[src/rtl/demux1_to_2.sv]
// Registered 1-to-2 demux: steers each accepted word into per-destination FIFO A (sel=1) or B (sel=0).
// One-cycle latency to the output port; a full destination stalls only the words aimed at it.

module demux1_to_2_fifo #(
    parameter int WIDTH = 32,
    parameter int DEPTH = 2,
    localparam int PW = (DEPTH > 1) ? $clog2(DEPTH) : 1,
    localparam int CW = $clog2(DEPTH + 1)
) (
    input  logic             clk,
    input  logic             rst,
    input  logic             push_i,
    input  logic [WIDTH-1:0] push_data_i,
    input  logic             pop_i,
    output logic [WIDTH-1:0] data_o,
    output logic             valid_o,
    output logic [CW-1:0]    count_o,
    output logic             full_o
);

    logic [WIDTH-1:0] mem_q [DEPTH];
    logic [PW-1:0]    wr_ptr_q, wr_ptr_d;
    logic [PW-1:0]    rd_ptr_q, rd_ptr_d;
    logic [CW-1:0]    count_q, count_d;
    logic             pop;

    assign valid_o = (count_q != '0);
    assign full_o  = (count_q == CW'(DEPTH));
    assign count_o = count_q;
    assign data_o  = mem_q[rd_ptr_q];
    // A pop request against an empty FIFO is dropped so the count cannot underflow.
    assign pop     = pop_i & valid_o;

    always_comb begin
        wr_ptr_d = wr_ptr_q;
        rd_ptr_d = rd_ptr_q;
        count_d  = count_q;
        if (push_i) begin
            wr_ptr_d = wr_ptr_q + PW'(1);
        end
        if (pop) begin
            rd_ptr_d = rd_ptr_q + PW'(1);
        end
        if (push_i && !pop) begin
            count_d = count_q + CW'(1);
        end else if (!push_i && pop) begin
            count_d = count_q - CW'(1);
        end
    end

    always_ff @(posedge clk or posedge rst) begin
        if (rst) begin
            wr_ptr_q <= '0;
            rd_ptr_q <= '0;
            count_q  <= '0;
            for (int i = 0; i < DEPTH; i++) begin
                mem_q[i] <= '0;
            end
        end else begin
            wr_ptr_q <= wr_ptr_d;
            rd_ptr_q <= rd_ptr_d;
            count_q  <= count_d;
            if (push_i) begin
                mem_q[wr_ptr_q] <= push_data_i;
            end
        end
    end

endmodule

module demux1_to_2 #(
    parameter int WIDTH = 32,
    parameter int DEPTH = 2,
    localparam int CW = $clog2(DEPTH + 1)
) (
    input  logic             clk,
    input  logic             rst,
    input  logic [WIDTH-1:0] in_data,
    input  logic             in_valid,
    input  logic             in_sel,
    output logic             in_ready,
    output logic [WIDTH-1:0] a_data,
    output logic             a_valid,
    input  logic             a_ready,
    output logic [WIDTH-1:0] b_data,
    output logic             b_valid,
    input  logic             b_ready,
    output logic [CW-1:0]    a_count,
    output logic [CW-1:0]    b_count
);

    logic a_full, b_full;
    logic push_a, push_b;

    // Ready looks only at registered occupancy, never at the consumer readies.
    assign in_ready = in_sel ? !a_full : !b_full;
    assign push_a   = in_valid & in_ready &  in_sel;
    assign push_b   = in_valid & in_ready & !in_sel;

    demux1_to_2_fifo #(.WIDTH(WIDTH), .DEPTH(DEPTH)) u_fifo_a (
        .clk         (clk),
        .rst         (rst),
        .push_i      (push_a),
        .push_data_i (in_data),
        .pop_i       (a_ready),
        .data_o      (a_data),
        .valid_o     (a_valid),
        .count_o     (a_count),
        .full_o      (a_full)
    );

    demux1_to_2_fifo #(.WIDTH(WIDTH), .DEPTH(DEPTH)) u_fifo_b (
        .clk         (clk),
        .rst         (rst),
        .push_i      (push_b),
        .push_data_i (in_data),
        .pop_i       (b_ready),
        .data_o      (b_data),
        .valid_o     (b_valid),
        .count_o     (b_count),
        .full_o      (b_full)
    );

endmodule
[config.mk]
export PLATFORM = sky130hd
export DESIGN_NAME = demux1_to_2
export DESIGN_NICKNAME = d
export VERILOG_FILES = /design/src/rtl/demux1_to_2.sv
export SDC_FILE = /design/constraint.sdc
export NUM_CORES = 1
export LEC_CHECK = 0
export BUFFER_PORTS_ARGS = -buffer_cell sky130_fd_sc_hd__buf_2
export CAP_MARGIN = 20
export CORE_UTILIZATION = 30
export CTS_CLUSTER_SIZE = 20
export DETAILED_ROUTE_END_ITERATION = 12
export GPL_TIMING_DRIVEN = 0
export PLACE_DENSITY = 0.45
export SLEW_MARGIN = 10
export SYNTH_ARGS = -nofsm -noshare
export SYNTH_HDL_FRONTEND = slang
export SYNTH_HIERARCHICAL = 1
export SYNTH_SLANG_ARGS = --single-unit
export TNS_END_PERCENT = 20
[constraint.sdc]
create_clock -name clk -period 5.32 [get_ports clk]
set_input_delay 0.266 -clock clk [delete_from_list [all_inputs] [get_ports clk]]
set_output_delay 0.266 -clock clk [all_outputs]
set_load 0.02 [all_outputs]
==> summary.txt <==
Layout
  – Area taken by multi-input logic gates: 2590 um^2
  – Layout-stage area growth over the synthesis result: 26.2%
  – Sequential standard cell area: 3400 um^2
  – Number of non-filler instances in the completed layout: 791
  – Number of diodes added for antenna fixing: 0
  – Filler cell count: 1906
  – Final Util: 38.7%
  – Ratio of cells with drive above 1 in the final layout: 68.5%
  – Final net count: 549
  – Finished Cell Area: 7840 um^2

Worst setup path
  – Type of element capturing the critical path: register
  – Data arrival time at the worst-slack endpoint: 2.68 ns
  – Crit Reg-Reg Endpoint: u_fifo_b/mem_q[6]
  – Maximum fanout along the worst path: 10
  – FF-to-FF path depth: 5
  – Startpoint-to-endpoint class of the critical path: reg2reg
  – Reg-to-Reg Start: u_fifo_b/count_o[1]
  – Req. time, crit path: 5.62 ns
  – Worst R2R Setup Slack: 2.94 ns
  – CP startpoint kind: register

Place
  – Post-DP HPWL: 9560 um
  – Number of port buffers: 108
  – Standard cell area after detailed placement: 7150 um^2
  – Post-placement setup slack: 2.94 ns
  – Total placed cells including tap cells: 759
  – RePlAce Congestion: 0.705

STA
  – Worst hold slack: 0.131 ns
  – Number of pins exceeding their max-slew limit in the final report: 0
  – Final setup slack of the worst path: 2.94 ns
  – Final setup violation count: 0
  – Post-route fraction of the period consumed by the critical path: 44.7%
  – Clock tree skew after final layout: 0.00833 ns
  – Setup TNS Final: 0 ns
  – Endpoints failing hold: 0
  – Worst slew margin relative to its limit: 46.2%
  – Final worst path period need: 2.38 ns
  – Maximum frequency from static timing analysis: 420 MHz
  – Unrepaired setup endpoints after global routing: no
  – Actual slew at the worst max-slew pin: 0.805 ns

Logic synthesis
  – Average instance area after synthesis: 16.4 um^2
  – Post-synthesis xor/xnor area fraction: 1.41%
  – Dominant combinational cell family by area after synthesis: multiplexers
  – Post-synth design cell area: 6210 um^2
  – Number of library cell types mapped by synthesis: 18
  – Compound-cell area share of the yosys netlist: 0%
  – Post-synthesis async set-or-reset flop share: 100%
  – Count of flip-flops with a built-in enable after synthesis: 0
  – Fraction of the mapped netlist area in adder cells: 0.403%
  – Most numerous cell types in the synthesized netlist: 136 x dfrtp_1, 132 x mux2_2, 60 x mux2_4, 14 x buf_2
  – Part of the Yosys area used for sequential elements: 54.8%
  – Most frequent cell after synthesis: dfrtp_1
  – Proportion of netlist area held by the largest area contributor: 54.8%
  – Total number of yosys warnings: 6
  – Share of synthesized area spent on multiplexers: 38.6%
  – Top_reg_cell synth: dfrtp_1
  – Post-synthesis cell count: 379
  – Total of flip-flops plus latches after synthesis: 136
  – Ranking of synthesized cells by area: dfrtp_1 55%, mux2_2 24%, mux2_4 15%
  – Library cell with the largest summed area after synthesis: dfrtp_1
  – Total nets after synthesis: 419
  – Post-synthesis simple-gate area fraction: 1.23%

Global route
  – Global-route wire length before repair: 22500 um
  – Overflow after GRT: 0
  – Via count of the first global-routing pass: 3750
  – Number of antenna violations at the first check in global routing: 0
  – Total global-route track usage: 14.2%
  – Maximum number of pins on one net before global-route repair: 53

Floorplanning
  – Area inside the core boundary: 20200 um^2
  – Die width: 146 um
  – Die boundary height: 146 um
  – I/O pin total: 109
  – Die area: 21300 um^2
  – Site Rows: 52
  – Initial Utilization: 30.7%

Power
  – Part of the power in registers: 31.9%
  – Lkg Pwr: 3.76 nW
  – Total power of the final layout: 5.74 mW
  – Worst vdd rail ir drop: 0.288 mV
  – Power Internal: 3.80 mW
  – PD cells: 732 nW/um^2
  – Part of the total power dissipated in combinational logic: 44.6%
  – Switching power as a share of total power: 33.8%
  – Clock group share of total power: 23.5%
  – Net switching component of the power: 1.94 mW

Clock tree
  – Clock Pin Slew Worst Setup and Hold Paths: 0.06 ns
  – Post-CTS setup buffers: 0
  – Number of buffers on the longest clock path: 2
  – Number of buffers inserted during clock tree synthesis: 17
  – Clock tree from TritonCTS: yes
  – Clock root buffer master: clkbuf_16
  – Hold-fix buffers, CTS: 1
  – Post-CTS resize count: 0
  – Insertion delay to the later sink of the worst-skew pair: 0.41 ns
  – CTS HTree Levels: 4
  – Clock sinks: 136

Route
  – Total wirelength of the detailed-routed design: 14100 um
  – 1st-iter DRT viols: 76
  – DRT antenna net count: 0
  – Mean routed wirelength per cell: 17.9 um
  – DRT Pass-1 Iters: 4
  – Total via count after detailed routing: 3443
  – Vias per Instance: 4.35
  – Remaining routing DRC violations: 0

Run
  – MaxCap Viol Count: 0

Min path
  – Worst Min Path Start: in_data[16]
  – Min-delay worst type: in2reg
  – Worst hold stages: 2
  – Endpoint of the worst hold path: u_fifo_a/mem_q[48]

Run status
  – Status: completed
-- per-layer routing --
metal,global-route usage [%],vias up,routed length [um]
met2,21.5,78,6520
li1,-,1609,-
met3,4.76,9,598
met5,0,-,0
met1,19.5,1747,6890
met4,3.63,0,109
-- cell type report --
| cell class | instances | share of cell area (%) |
|---|---|---|
| Buffer | 22 | 2.71 |
| Clock inverter | 8 | 2.43 |
| Clock buffer | 23 | 6.23 |
| Multi-Input combinational cell | 219 | 33.0 |
| Inverter | 2 | 0.160 |
| Tap cell | 270 | 4.31 |
| Timing Repair Buffer | 111 | 7.73 |
| Sequential cell | 136 | 43.4 |
-- layout by cell type, fill, tap and decap left out --
cell type,Yosys,routed
clkbuf_8,0,4
dlygate4sd3_1,0,1
buf_16,0,2
bufinv_16,0,6
inv_4,0,2
clkbuf_1,0,2
and3b_1,1,1
buf_2,14,122
clkbuf_16,0,17
or2_2,2,2
nand2b_1,2,2
buf_6,2,2
nor3b_1,1,1
mux2i_1,1,1
dfrtp_1,136,136
buf_12,6,6
xor2_1,6,6
nor2_1,2,2
mux2_2,132,132
nor2b_1,2,2
xnor2_1,4,4
ha_1,2,2
mux2_4,60,60
clkinv_2,0,2
nand2_1,4,4
-- critical path, stage by stage (launching register included) --
cell and delay (ns):
dfrtp_1 0.42, nor2b_1 0.21, nor3b_1 0.70, nand2_1 0.31
buf_2 0.31, mux2_2 0.31
-- cell families after synthesis --
| kind of cell | after synthesis |
|---|---|
| XOR/XNOR | 10 |
| adder cells (fa/ha/maj) | 2 |
| buffers and inverters | 24 |
| flip-flops | 136 |
| multiplexers | 193 |
| AND/OR/NAND/NOR | 14 |
-- how the worst max path moves through the flow --
| stage | start | cells past startpoint | slack (ns) | endpoint |
|---|---|---|---|---|
| after global placement | rst | 2 | 2.25 | u_fifo_b/mem_q[22] |
| after detailed placement | u_fifo_b/count_o[1] | 5 | 2.94 | u_fifo_b/mem_q[14] |
| after global routing | u_fifo_b/count_o[1] | 5 | 2.83 | u_fifo_b/mem_q[20] |
| after CTS | u_fifo_b/count_o[1] | 5 | 2.91 | u_fifo_b/mem_q[14] |
| after floorplan | rst | 1 | 3.34 | u_fifo_a/count_o[0] |
| final | u_fifo_b/count_o[1] | 5 | 2.94 | u_fifo_b/mem_q[6] |
-- flip-flops by register name, indices dropped and copies added (netlist names) --
signal / cells
u_fifo_b/mem_q: 64
u_fifo_a/wr_ptr_q: 1
u_fifo_a/rd_ptr_q: 1
u_fifo_a/count_o: 2
u_fifo_a/mem_q: 64
u_fifo_b/rd_ptr_q: 1
u_fifo_b/count_o: 2
u_fifo_b/wr_ptr_q: 1
-- power groups by stage --
stage / Clock, mW / Combinational (mW) / Sequential (mW)
after floorplan: 0 / 1.91 / 1.78
after global placement: 0 / 2.56 / 1.81
after detailed placement: 0 / 2.59 / 1.84
after CTS: 1.39 / 2.60 / 1.83
after global routing: 1.45 / 2.74 / 1.91
final: 1.35 / 2.56 / 1.83
No activity file was read; power rests on OpenSTA's default activity.
